$ cat config.mk
export PLATFORM = sky130hd
export DESIGN_NAME = multicycle_control_fsm_flat
export DESIGN_NICKNAME = d
export VERILOG_FILES = /design/src/rtl/multicycle_control_fsm_pkg.sv /design/src/rtl/multicycle_control_fsm_if.sv /design/src/rtl/multicycle_control_fsm_decode.sv /design/src/rtl/multicycle_control_fsm.sv /design/src/flat_wrapper.sv
export SDC_FILE = /design/constraint.sdc
export NUM_CORES = 1
export LEC_CHECK = 0
export BUFFER_PORTS_ARGS = -buffer_cell sky130_fd_sc_hd__buf_2
export CAP_MARGIN = 20
export CORE_MARGIN = 4
export CORE_UTILIZATION = 43
export DETAILED_ROUTE_END_ITERATION = 8
export PLACE_DENSITY = 0.84
export SETUP_SLACK_MARGIN = 0.4
export SYNTH_ARGS = -nofsm -noshare
export SYNTH_HDL_FRONTEND = slang
export SYNTH_SLANG_ARGS = --single-unit
$ cat constraint.sdc
create_clock -name clk -period 1.75 [get_ports clk]
set_clock_uncertainty 0.2 [all_clocks]
set_input_delay 0.175 -clock clk [delete_from_list [all_inputs] [get_ports clk]]
set_output_delay 0.175 -clock clk [all_outputs]
set_load 0.02 [all_outputs]
$ cat src/rtl/multicycle_control_fsm_pkg.sv
// Shared encodings for the multi-cycle MIPS control unit: states, opcodes and
// the mux-select / ALU-op codes that the datapath and ALU control also decode.
package mc_ctrl_pkg;

  localparam int OPC_W = 6;

  typedef enum logic [3:0] {
    S_FETCH    = 4'd0,
    S_DECODE   = 4'd1,
    S_MEM_ADDR = 4'd2,
    S_MEM_RD   = 4'd3,
    S_MEM_WB   = 4'd4,
    S_MEM_WR   = 4'd5,
    S_EXEC_R   = 4'd6,
    S_R_WB     = 4'd7,
    S_EXEC_I   = 4'd8,
    S_I_WB     = 4'd9,
    S_BRANCH   = 4'd10,
    S_JUMP     = 4'd11
  } state_e;

  localparam logic [5:0] OP_RTYPE = 6'b000000;
  localparam logic [5:0] OP_LW    = 6'b100011;
  localparam logic [5:0] OP_SW    = 6'b101011;
  localparam logic [5:0] OP_BEQ   = 6'b000100;
  localparam logic [5:0] OP_J     = 6'b000010;
  localparam logic [5:0] OP_ADDI  = 6'b001000;

  localparam logic [1:0] ALUSRCB_REG      = 2'b00;
  localparam logic [1:0] ALUSRCB_FOUR     = 2'b01;
  localparam logic [1:0] ALUSRCB_SEXT     = 2'b10;
  localparam logic [1:0] ALUSRCB_SEXT_SH2 = 2'b11;

  localparam logic [1:0] ALUOP_ADD   = 2'b00;
  localparam logic [1:0] ALUOP_SUB   = 2'b01;
  localparam logic [1:0] ALUOP_FUNCT = 2'b10;

  localparam logic [1:0] PCSRC_ALU    = 2'b00;
  localparam logic [1:0] PCSRC_ALUOUT = 2'b01;
  localparam logic [1:0] PCSRC_JUMP   = 2'b10;

  typedef struct packed {
    logic       pc_write;
    logic       pc_write_cond;
    logic       iord;
    logic       mem_read;
    logic       mem_write;
    logic       ir_write;
    logic       mem_to_reg;
    logic       reg_dst;
    logic       reg_write;
    logic       alu_src_a;
    logic [1:0] alu_src_b;
    logic [1:0] alu_op;
    logic [1:0] pc_source;
    logic       instr_done;
    logic       illegal_op;
  } ctrl_t;

  function automatic logic op_legal(input logic [5:0] op);
    return (op == OP_RTYPE) || (op == OP_LW) || (op == OP_SW) ||
           (op == OP_BEQ) || (op == OP_J) || (op == OP_ADDI);
  endfunction

endpackage

$ cat src/rtl/multicycle_control_fsm_if.sv
// Control-unit <-> datapath bundle: IR opcode and status in, control word out.
interface multicycle_control_fsm_if #(parameter int OPC_W = 6);
  logic [OPC_W-1:0] opcode;
  logic             zero;
  logic             mem_ready;
  logic             pc_write;
  logic             pc_write_cond;
  logic             iord;
  logic             mem_read;
  logic             mem_write;
  logic             ir_write;
  logic             mem_to_reg;
  logic             reg_dst;
  logic             reg_write;
  logic             alu_src_a;
  logic [1:0]       alu_src_b;
  logic [1:0]       alu_op;
  logic [1:0]       pc_source;
  logic             instr_done;
  logic             illegal_op;
  logic [3:0]       state_dbg;

  modport master (
    input  opcode, zero, mem_ready,
    output pc_write, pc_write_cond, iord, mem_read, mem_write, ir_write,
           mem_to_reg, reg_dst, reg_write, alu_src_a, alu_src_b, alu_op,
           pc_source, instr_done, illegal_op, state_dbg
  );

  modport slave (
    output opcode, zero, mem_ready,
    input  pc_write, pc_write_cond, iord, mem_read, mem_write, ir_write,
           mem_to_reg, reg_dst, reg_write, alu_src_a, alu_src_b, alu_op,
           pc_source, instr_done, illegal_op, state_dbg
  );
endinterface

$ cat src/rtl/multicycle_control_fsm_decode.sv
// Combinational state -> control word decode. mem_rdy is the effective
// (already MEM_WAIT_EN-qualified) memory handshake.
module mc_ctrl_decode
  import mc_ctrl_pkg::*;
(
  input  state_e state,
  input  logic   mem_rdy,
  input  logic   op_ok,
  output ctrl_t  ctrl
);

  always_comb begin
    ctrl = '0;
    unique case (state)
      S_FETCH: begin
        ctrl.mem_read  = 1'b1;
        ctrl.alu_src_b = ALUSRCB_FOUR;
        ctrl.ir_write  = mem_rdy;
        ctrl.pc_write  = mem_rdy;
      end
      S_DECODE: begin
        // branch target precomputed here while the opcode is decoded
        ctrl.alu_src_b  = ALUSRCB_SEXT_SH2;
        ctrl.illegal_op = !op_ok;
        ctrl.instr_done = !op_ok;
      end
      S_MEM_ADDR, S_EXEC_I: begin
        ctrl.alu_src_a = 1'b1;
        ctrl.alu_src_b = ALUSRCB_SEXT;
      end
      S_MEM_RD: begin
        ctrl.mem_read = 1'b1;
        ctrl.iord     = 1'b1;
      end
      S_MEM_WB: begin
        ctrl.reg_write  = 1'b1;
        ctrl.mem_to_reg = 1'b1;
        ctrl.instr_done = 1'b1;
      end
      S_MEM_WR: begin
        ctrl.mem_write  = 1'b1;
        ctrl.iord       = 1'b1;
        ctrl.instr_done = mem_rdy;
      end
      S_EXEC_R: begin
        ctrl.alu_src_a = 1'b1;
        ctrl.alu_src_b = ALUSRCB_REG;
        ctrl.alu_op    = ALUOP_FUNCT;
      end
      S_R_WB: begin
        ctrl.reg_write  = 1'b1;
        ctrl.reg_dst    = 1'b1;
        ctrl.instr_done = 1'b1;
      end
      S_I_WB: begin
        ctrl.reg_write  = 1'b1;
        ctrl.instr_done = 1'b1;
      end
      S_BRANCH: begin
        ctrl.alu_src_a     = 1'b1;
        ctrl.alu_src_b     = ALUSRCB_REG;
        ctrl.alu_op        = ALUOP_SUB;
        ctrl.pc_write_cond = 1'b1;
        ctrl.pc_source     = PCSRC_ALUOUT;
        ctrl.instr_done    = 1'b1;
      end
      S_JUMP: begin
        ctrl.pc_write   = 1'b1;
        ctrl.pc_source  = PCSRC_JUMP;
        ctrl.instr_done = 1'b1;
      end
      default: ctrl = '0;
    endcase
  end

endmodule

$ cat src/rtl/multicycle_control_fsm.sv
// Multi-cycle MIPS control FSM: state register and next-state logic; the
// control word itself comes from mc_ctrl_decode.
module multicycle_control_fsm
  import mc_ctrl_pkg::*;
#(
  parameter bit MEM_WAIT_EN = 1'b1,
  parameter int OPC_W       = 6
) (
  input logic                       clk,
  input logic                       reset,
  multicycle_control_fsm_if.master  bus
);

  state_e           state, state_nxt;
  logic             rdy;
  logic [OPC_W-1:0] op;
  ctrl_t            ctrl;

  assign rdy = MEM_WAIT_EN ? bus.mem_ready : 1'b1;
  assign op  = bus.opcode;

  always_ff @(posedge clk) begin
    if (reset) state <= S_FETCH;
    else       state <= state_nxt;
  end

  always_comb begin
    state_nxt = S_FETCH;
    unique case (state)
      S_FETCH:    state_nxt = rdy ? S_DECODE : S_FETCH;
      S_DECODE: begin
        unique case (op)
          OP_RTYPE:     state_nxt = S_EXEC_R;
          OP_LW, OP_SW: state_nxt = S_MEM_ADDR;
          OP_BEQ:       state_nxt = S_BRANCH;
          OP_J:         state_nxt = S_JUMP;
          OP_ADDI:      state_nxt = S_EXEC_I;
          default:      state_nxt = S_FETCH;
        endcase
      end
      S_MEM_ADDR: state_nxt = (op == OP_LW) ? S_MEM_RD : S_MEM_WR;
      S_MEM_RD:   state_nxt = rdy ? S_MEM_WB : S_MEM_RD;
      S_MEM_WR:   state_nxt = rdy ? S_FETCH : S_MEM_WR;
      S_EXEC_R:   state_nxt = S_R_WB;
      S_EXEC_I:   state_nxt = S_I_WB;
      // writeback, branch, jump and any stray encoding return to fetch
      default:    state_nxt = S_FETCH;
    endcase
  end

  mc_ctrl_decode u_decode (
    .state   (state),
    .mem_rdy (rdy),
    .op_ok   (op_legal(op)),
    .ctrl    (ctrl)
  );

  assign bus.pc_write      = ctrl.pc_write;
  assign bus.pc_write_cond = ctrl.pc_write_cond;
  assign bus.iord          = ctrl.iord;
  assign bus.mem_read      = ctrl.mem_read;
  assign bus.mem_write     = ctrl.mem_write;
  assign bus.ir_write      = ctrl.ir_write;
  assign bus.mem_to_reg    = ctrl.mem_to_reg;
  assign bus.reg_dst       = ctrl.reg_dst;
  assign bus.reg_write     = ctrl.reg_write;
  assign bus.alu_src_a     = ctrl.alu_src_a;
  assign bus.alu_src_b     = ctrl.alu_src_b;
  assign bus.alu_op        = ctrl.alu_op;
  assign bus.pc_source     = ctrl.pc_source;
  assign bus.instr_done    = ctrl.instr_done;
  assign bus.illegal_op    = ctrl.illegal_op;
  assign bus.state_dbg     = state;

endmodule

$ cat src/flat_wrapper.sv
// flat-port wrapper written by rule: the top's interface ports become plain ports
module multicycle_control_fsm_flat import mc_ctrl_pkg::*;
#(
  parameter bit MEM_WAIT_EN = 1'b1,
  parameter int OPC_W       = 6
)
  (clk, reset, bus_opcode, bus_zero, bus_mem_ready, bus_pc_write, bus_pc_write_cond, bus_iord, bus_mem_read, bus_mem_write, bus_ir_write, bus_mem_to_reg, bus_reg_dst, bus_reg_write, bus_alu_src_a, bus_alu_src_b, bus_alu_op, bus_pc_source, bus_instr_done, bus_illegal_op, bus_state_dbg);
  multicycle_control_fsm_if #(.OPC_W(OPC_W)) bus_i ();
  input logic clk;
  input logic reset;
  input wire logic [$bits(bus_i.opcode)-1:0] bus_opcode;
  input wire logic [$bits(bus_i.zero)-1:0] bus_zero;
  input wire logic [$bits(bus_i.mem_ready)-1:0] bus_mem_ready;
  output wire logic [$bits(bus_i.pc_write)-1:0] bus_pc_write;
  output wire logic [$bits(bus_i.pc_write_cond)-1:0] bus_pc_write_cond;
  output wire logic [$bits(bus_i.iord)-1:0] bus_iord;
  output wire logic [$bits(bus_i.mem_read)-1:0] bus_mem_read;
  output wire logic [$bits(bus_i.mem_write)-1:0] bus_mem_write;
  output wire logic [$bits(bus_i.ir_write)-1:0] bus_ir_write;
  output wire logic [$bits(bus_i.mem_to_reg)-1:0] bus_mem_to_reg;
  output wire logic [$bits(bus_i.reg_dst)-1:0] bus_reg_dst;
  output wire logic [$bits(bus_i.reg_write)-1:0] bus_reg_write;
  output wire logic [$bits(bus_i.alu_src_a)-1:0] bus_alu_src_a;
  output wire logic [$bits(bus_i.alu_src_b)-1:0] bus_alu_src_b;
  output wire logic [$bits(bus_i.alu_op)-1:0] bus_alu_op;
  output wire logic [$bits(bus_i.pc_source)-1:0] bus_pc_source;
  output wire logic [$bits(bus_i.instr_done)-1:0] bus_instr_done;
  output wire logic [$bits(bus_i.illegal_op)-1:0] bus_illegal_op;
  output wire logic [$bits(bus_i.state_dbg)-1:0] bus_state_dbg;
  assign bus_i.opcode = bus_opcode;
  assign bus_i.zero = bus_zero;
  assign bus_i.mem_ready = bus_mem_ready;
  assign bus_pc_write = bus_i.pc_write;
  assign bus_pc_write_cond = bus_i.pc_write_cond;
  assign bus_iord = bus_i.iord;
  assign bus_mem_read = bus_i.mem_read;
  assign bus_mem_write = bus_i.mem_write;
  assign bus_ir_write = bus_i.ir_write;
  assign bus_mem_to_reg = bus_i.mem_to_reg;
  assign bus_reg_dst = bus_i.reg_dst;
  assign bus_reg_write = bus_i.reg_write;
  assign bus_alu_src_a = bus_i.alu_src_a;
  assign bus_alu_src_b = bus_i.alu_src_b;
  assign bus_alu_op = bus_i.alu_op;
  assign bus_pc_source = bus_i.pc_source;
  assign bus_instr_done = bus_i.instr_done;
  assign bus_illegal_op = bus_i.illegal_op;
  assign bus_state_dbg = bus_i.state_dbg;
  multicycle_control_fsm #(.MEM_WAIT_EN(MEM_WAIT_EN), .OPC_W(OPC_W)) u_core (.clk(clk), .reset(reset), .bus(bus_i));
endmodule
==> flow_results.xml, run 1 <==
<?xml version="1.0" encoding="UTF-8"?>
<metrics>
  <group name="placement">
    <metric name="post-place-ws" unit="ns">0.0387</metric>
    <metric name="port-buffer-count" unit="">30</metric>
    <metric name="globalplace.congestion" unit="">0.873</metric>
    <metric name="place_hpwl" unit="um">1430</metric>
  </group>
  <group name="floorplanning">
    <metric name="starting_density_of_the_core" unit="">0.491</metric>
    <metric name="fp-row-count" unit="">12</metric>
    <metric name="floorplan.io_pins" unit="">32</metric>
    <metric name="die_width" unit="um">44.8</metric>
    <metric name="die_height" unit="um">44.8</metric>
  </group>
  <group name="grt">
    <metric name="grt_start_max_net_pins" unit="">15</metric>
  </group>
  <group name="synthesis">
    <metric name="netlist-cell-type-count" unit="">43</metric>
    <metric name="ys_seq_elements" unit="">4</metric>
    <metric name="synthCells" unit="">85</metric>
    <metric name="synth_top_cells_by_area" unit="">dfxtp_1, nor2_1, buf_2, nor3_1, nand2b_1</metric>
    <metric name="synth-main-ff-cell" unit="">dfxtp_1</metric>
    <metric name="ys_warn_count" unit="">0</metric>
    <metric name="ys_async_sr_fraction" unit="">0</metric>
    <metric name="ys_seq_area_frac" unit="">0.138</metric>
    <metric name="synth_top_area_share" unit="">0.138</metric>
    <metric name="synthDominantAreaCellType" unit="">dfxtp_1</metric>
    <metric name="synth.cell_area" unit="um2">582</metric>
    <metric name="synth-edff-count" unit="">0</metric>
    <metric name="syn-mean-instance-area" unit="um2">6.84</metric>
    <metric name="synth_nets" unit="">95</metric>
  </group>
  <group name="cts">
    <metric name="ctsLongestPathBuffers" unit="">2</metric>
    <metric name="clock-sinks" unit="">4</metric>
    <metric name="ctsHoldBuffers" unit="">0</metric>
    <metric name="clockRootBuffer" unit="">clkbuf_4</metric>
    <metric name="cts_made_buffers" unit="">3</metric>
    <metric name="clock_tree.htree_level_count" unit="">1</metric>
  </group>
  <group name="run_status">
    <metric name="outcome" unit="">did not finish</metric>
    <metric name="failed_stage" unit="">global routing (5_1_grt)</metric>
    <metric name="error" unit="">[ERROR DPL-0038] Utilization greater than 100%, impossible to legalize</metric>
  </group>
  <group name="sta">
    <metric name="worstEndpointGrtRepair" unit="">bus_instr_done</metric>
    <metric name="worstEndpointType" unit="">primary output</metric>
  </group>
</metrics>
-- cells in the mapped netlist (2+ instances only) --
cell type  instances
nor2_1            10
buf_2              6
nand2_1            6
nor3_1             6
a21oi_1            4
dfxtp_1            4
nand2b_1           4
and2_1             3
buf_4              3
nand3b_1           2
nor4_1             2
o21ai_0            2
o21ai_1            2
xor2_1             2
-- kinds of logic after synthesis --
| logic type | Yosys count | synth area share |
|---|---|---|
| AO/OA/AOI/OAI | 23 | 0.308 |
| XOR/XNOR | 3 | 0.0452 |
| buffers and inverters | 11 | 0.103 |
| flip-flops | 4 | 0.138 |
| AND/OR/NAND/NOR | 44 | 0.406 |
-- through the flow --
stage,area (um2),hold WS [ns],cells
after floorplan,754,0.186,85
after global placement,893,0.337,127
after detailed placement,893,0.351,127
after CTS,1110,0.0433,141
-- timing repair --
item,in CTS
gates resized for setup,38
pin swaps,7
cloned,0
setup endpoints to repair,24
setup buffers,10
==> run 2, diff against run 1 <==
Settings changed: CORE_AREA set to 4 4 65 67, CORE_MARGIN 4 to not set, CORE_UTILIZATION 43 to not set, DIE_AREA set to 0 0 69 71, PLACE_DENSITY 0.84 to not set, PLACE_DENSITY_LB_ADDON set to 0.15, SETUP_SLACK_MARGIN 0.4 to not set.
==> flow_results.xml, run 2 <==
<?xml version="1.0" encoding="UTF-8"?>
<metrics>
  <group name="grt">
    <metric name="grtUsageMet3" unit="">0.0156</metric>
    <metric name="met1_usage" unit="">0.115</metric>
    <metric name="global_route.usage.total" unit="">0.0871</metric>
    <metric name="grt_start_max_net_pins" unit="">12</metric>
    <metric name="global_route.peak_usage_layer" unit="">met2</metric>
    <metric name="grt_antenna_before_repair" unit="">0</metric>
    <metric name="vias_in_the_first_global_route" unit="">749</metric>
    <metric name="use_met2" unit="">0.141</metric>
    <metric name="grt_first_pass_wirelength" unit="um">3550</metric>
    <metric name="globalRouteOverflowTotal" unit="">0</metric>
  </group>
  <group name="synthesis">
    <metric name="synth_top_cells_by_area" unit="">dfxtp_1, nor2_1, buf_2, nor3_1, nand2b_1</metric>
    <metric name="synth_most_common_cell" unit="">nor2_1</metric>
    <metric name="synth_nets" unit="">95</metric>
    <metric name="synthCells" unit="">85</metric>
    <metric name="most_instantiated_cells_after_synthesis" unit="">nor2_1, buf_2, nand2_1, nor3_1</metric>
    <metric name="synth.cell_area" unit="um2">582</metric>
    <metric name="syn-mean-instance-area" unit="um2">6.84</metric>
    <metric name="ys_warn_count" unit="">0</metric>
    <metric name="netlist-cell-type-count" unit="">43</metric>
    <metric name="ys_async_sr_fraction" unit="">0</metric>
    <metric name="synth-main-ff-cell" unit="">dfxtp_1</metric>
    <metric name="synthDominantAreaCellType" unit="">dfxtp_1</metric>
    <metric name="ys_seq_area_frac" unit="">0.138</metric>
    <metric name="synth-edff-count" unit="">0</metric>
    <metric name="synth_top_area_share" unit="">0.138</metric>
    <metric name="ys_seq_elements" unit="">4</metric>
  </group>
  <group name="sta">
    <metric name="setup_repair_after_global_routing_missed_its_margin" unit="">true</metric>
    <metric name="worst_slew_margin_rel" unit="">0.728</metric>
    <metric name="max_freq" unit="MHz">580</metric>
    <metric name="finalSetupViolCount" unit="">0</metric>
    <metric name="transition_time_at_the_pin_with_the_least_slew_margin" unit="ns">0.404</metric>
    <metric name="hold_violations" unit="">0</metric>
    <metric name="post-route-period-util" unit="">0.985</metric>
    <metric name="hold_slack" unit="ns">0.163</metric>
    <metric name="final-max-slew-violation-count" unit="">0</metric>
    <metric name="final.setup.tns" unit="ns">0</metric>
    <metric name="period_minus_slack" unit="ns">1.72</metric>
  </group>
  <group name="floorplanning">
    <metric name="core_region_area" unit="um2">3630</metric>
    <metric name="fp-row-count" unit="">22</metric>
    <metric name="die_width" unit="um">69</metric>
    <metric name="die_height" unit="um">71</metric>
    <metric name="die-area" unit="um2">4900</metric>
    <metric name="floorplan.io_pins" unit="">32</metric>
    <metric name="starting_density_of_the_core" unit="">0.160</metric>
  </group>
  <group name="cts">
    <metric name="ctsLongestPathBuffers" unit="">2</metric>
    <metric name="ctsHoldBuffers" unit="">0</metric>
    <metric name="tritoncts" unit="">built</metric>
    <metric name="clkSlewWorstSetupHoldPaths" unit="ns">0.03</metric>
    <metric name="clk_latency" unit="ns">0.21</metric>
    <metric name="clockRootBuffer" unit="">clkbuf_8</metric>
    <metric name="clock-sinks" unit="">4</metric>
    <metric name="clock_tree.htree_level_count" unit="">1</metric>
    <metric name="cts_made_buffers" unit="">3</metric>
  </group>
  <group name="routing">
    <metric name="drtIter0Drc" unit="">25</metric>
    <metric name="postRouteAntennaNets" unit="">0</metric>
    <metric name="wire_length_reported_by_the_detailed_router" unit="um">2020</metric>
    <metric name="route.detailed.drc" unit="">0</metric>
    <metric name="vias_per_cell" unit="">4.36</metric>
    <metric name="route.vias.total" unit="">759</metric>
    <metric name="firstDrtPassIters" unit="">3</metric>
    <metric name="wirelength_per_cell" unit="um">11.6</metric>
  </group>
  <group name="layout">
    <metric name="antenna_cells" unit="">0</metric>
    <metric name="largest_register_ff_count" unit="">4</metric>
    <metric name="post_layout_nonfiller_instances" unit="">174</metric>
    <metric name="fillers" unit="">418</metric>
    <metric name="layout-area-overhead-vs-synth" unit="%">83.7</metric>
    <metric name="layout.cells.most_common_list" unit="">buf_2, buf_4, nor2_1</metric>
    <metric name="design.final.nets" unit="">138</metric>
    <metric name="layout-drive-gt1-share" unit="">0.595</metric>
    <metric name="layout_commonest_cell" unit="">buf_2</metric>
    <metric name="final_design_area_no_fill" unit="um2">1070</metric>
  </group>
  <group name="power">
    <metric name="worst_ir_drop_vdd" unit="V">0.000104</metric>
    <metric name="clockPowerShare" unit="">0.454</metric>
    <metric name="switching_power" unit="W">0.000122</metric>
    <metric name="internal_power_summed_over_all_cells" unit="W">0.000300</metric>
    <metric name="share_seq_of_total_power" unit="">0.221</metric>
    <metric name="leakage" unit="nW">0.461</metric>
    <metric name="swShare" unit="">0.289</metric>
    <metric name="power.density_cell_area" unit="nW/um2">395</metric>
    <metric name="comb_power_share" unit="">0.325</metric>
  </group>
  <group name="placement">
    <metric name="globalplace.congestion" unit="">0.777</metric>
    <metric name="place_hpwl" unit="um">1710</metric>
    <metric name="place.detailed.instances" unit="">170</metric>
    <metric name="detailed_place.area" unit="um2">916</metric>
    <metric name="port-buffer-count" unit="">30</metric>
  </group>
  <group name="run_status">
    <metric name="outcome" unit="">finished, final reports clean</metric>
  </group>
  <group name="worst_hold_path">
    <metric name="type_of_the_tightest_min_delay_check" unit="">in2reg</metric>
    <metric name="worst_hold_startpoint" unit="">bus_opcode[5]</metric>
    <metric name="holdPathStages" unit="">4</metric>
    <metric name="holdPathEnd" unit="">u_core.bus.state_dbg[2]</metric>
  </group>
  <group name="critical_path">
    <metric name="type_of_origin_of_the_critical_path" unit="">flip-flop</metric>
    <metric name="ff2ff_setup_slack" unit="ns">0.11</metric>
    <metric name="r2r.worst_path.cells" unit="">6</metric>
    <metric name="path_max_fanout" unit="">11</metric>
    <metric name="critPathRequiredTime" unit="ns">1.37</metric>
    <metric name="r2r_end" unit="">u_core.bus.state_dbg[0]</metric>
    <metric name="end_kind" unit="">primary output</metric>
    <metric name="worst_setup_path_class" unit="">reg2out</metric>
    <metric name="crit-reg2reg-launch" unit="">u_core.bus.state_dbg[1]</metric>
    <metric name="crit_arrival" unit="ns">1.35</metric>
  </group>
  <group name="flow_run">
    <metric name="maxCapViolCount" unit="">0</metric>
  </group>
</metrics>
==> run 2: cell counts after synthesis <==
No cell type changed its count.
==> run 2: worst max path at each step <==
stage / endpoint / slack (ns) / cells past startpoint / start
2_1_floorplan: bus_instr_done / -0.07 / 5 / u_core.bus.state_dbg[2]
3_3_place_gp: bus_instr_done / 0.03 / 6 / bus_opcode[2]
3_5_place_dp: bus_instr_done / 0.005 / 6 / bus_opcode[5]
4_1_cts: bus_instr_done / -0.04 / 5 / u_core.bus.state_dbg[2]
5_1_grt: bus_instr_done / -0.04 / 6 / u_core.bus.state_dbg[1]
6_report: bus_instr_done / 0.03 / 5 / u_core.bus.state_dbg[2]
==> run 2: cell type report <==
class / count / area, um2 / share of cell area
inverter: 2 / 7.51 / 0.00703
sequential: 4 / 92.6 / 0.0867
tap: 48 / 60.1 / 0.0562
clock buffer: 3 / 41.3 / 0.0386
multi-input combinational: 70 / 552 / 0.516
timing repair buffer: 47 / 315 / 0.295
==> run 2: routing by layer <==
layer | part of all wire | vias up
met5 | 0 | -
met4 | 0.0084 | 0
met3 | 0.049 | 2
met2 | 0.49 | 23
met1 | 0.45 | 340
li1 | - | 394
==> run 2: power by group through the flow <==
| stage | Clock [W] | Combinational (W) | Sequential (W) |
|---|---|---|---|
| floorplan | 0 | 0.0000670 | 0.0000995 |
| global placement | 0 | 0.000125 | 0.0000977 |
| detailed placement | 0 | 0.000125 | 0.0000976 |
| CTS | 0.000198 | 0.000129 | 0.0000969 |
| global route | 0.000206 | 0.000151 | 0.0000937 |
| finish | 0.000192 | 0.000137 | 0.0000933 |
==> run 2: kinds of logic (layout without fill, tap and decap cells) <==
| family | count (synthesis) | count (layout) | synth area share |
|---|---|---|---|
| buf+inv | 11 | 52 | 0.103 |
| simple gates | 44 | 44 | 0.406 |
| xor+xnor | 3 | 3 | 0.0452 |
| compound gates | 23 | 23 | 0.308 |
| flops | 4 | 4 | 0.138 |
==> run 2: repair_timing <==
action                     in CTS  in global routing
buffers inserted                0                  1
pin swaps                       1                  1
resized for setup               7                 23
setup endpoints to repair       7                  9
==> run 2: per-stage QoR <==
step            util  power (W)  setup slack (ns)
6_report       0.294   0.000422            0.0262
5_1_grt        0.294   0.000450           -0.0369
4_1_cts        0.269   0.000423           -0.0437
3_5_place_dp   0.252   0.000223           0.00509
3_3_place_gp   0.252   0.000222            0.0253
2_1_floorplan      -   0.000166           -0.0693
==> run 2: critical path: stages (launching register included) <==
cell      delay (ns)
dfxtp_4         0.36
buf_12          0.15
and2_4          0.16
or2_4           0.23
o21bai_4        0.11
buf_6           0.12
No activity file was read; power rests on OpenSTA's default activity.
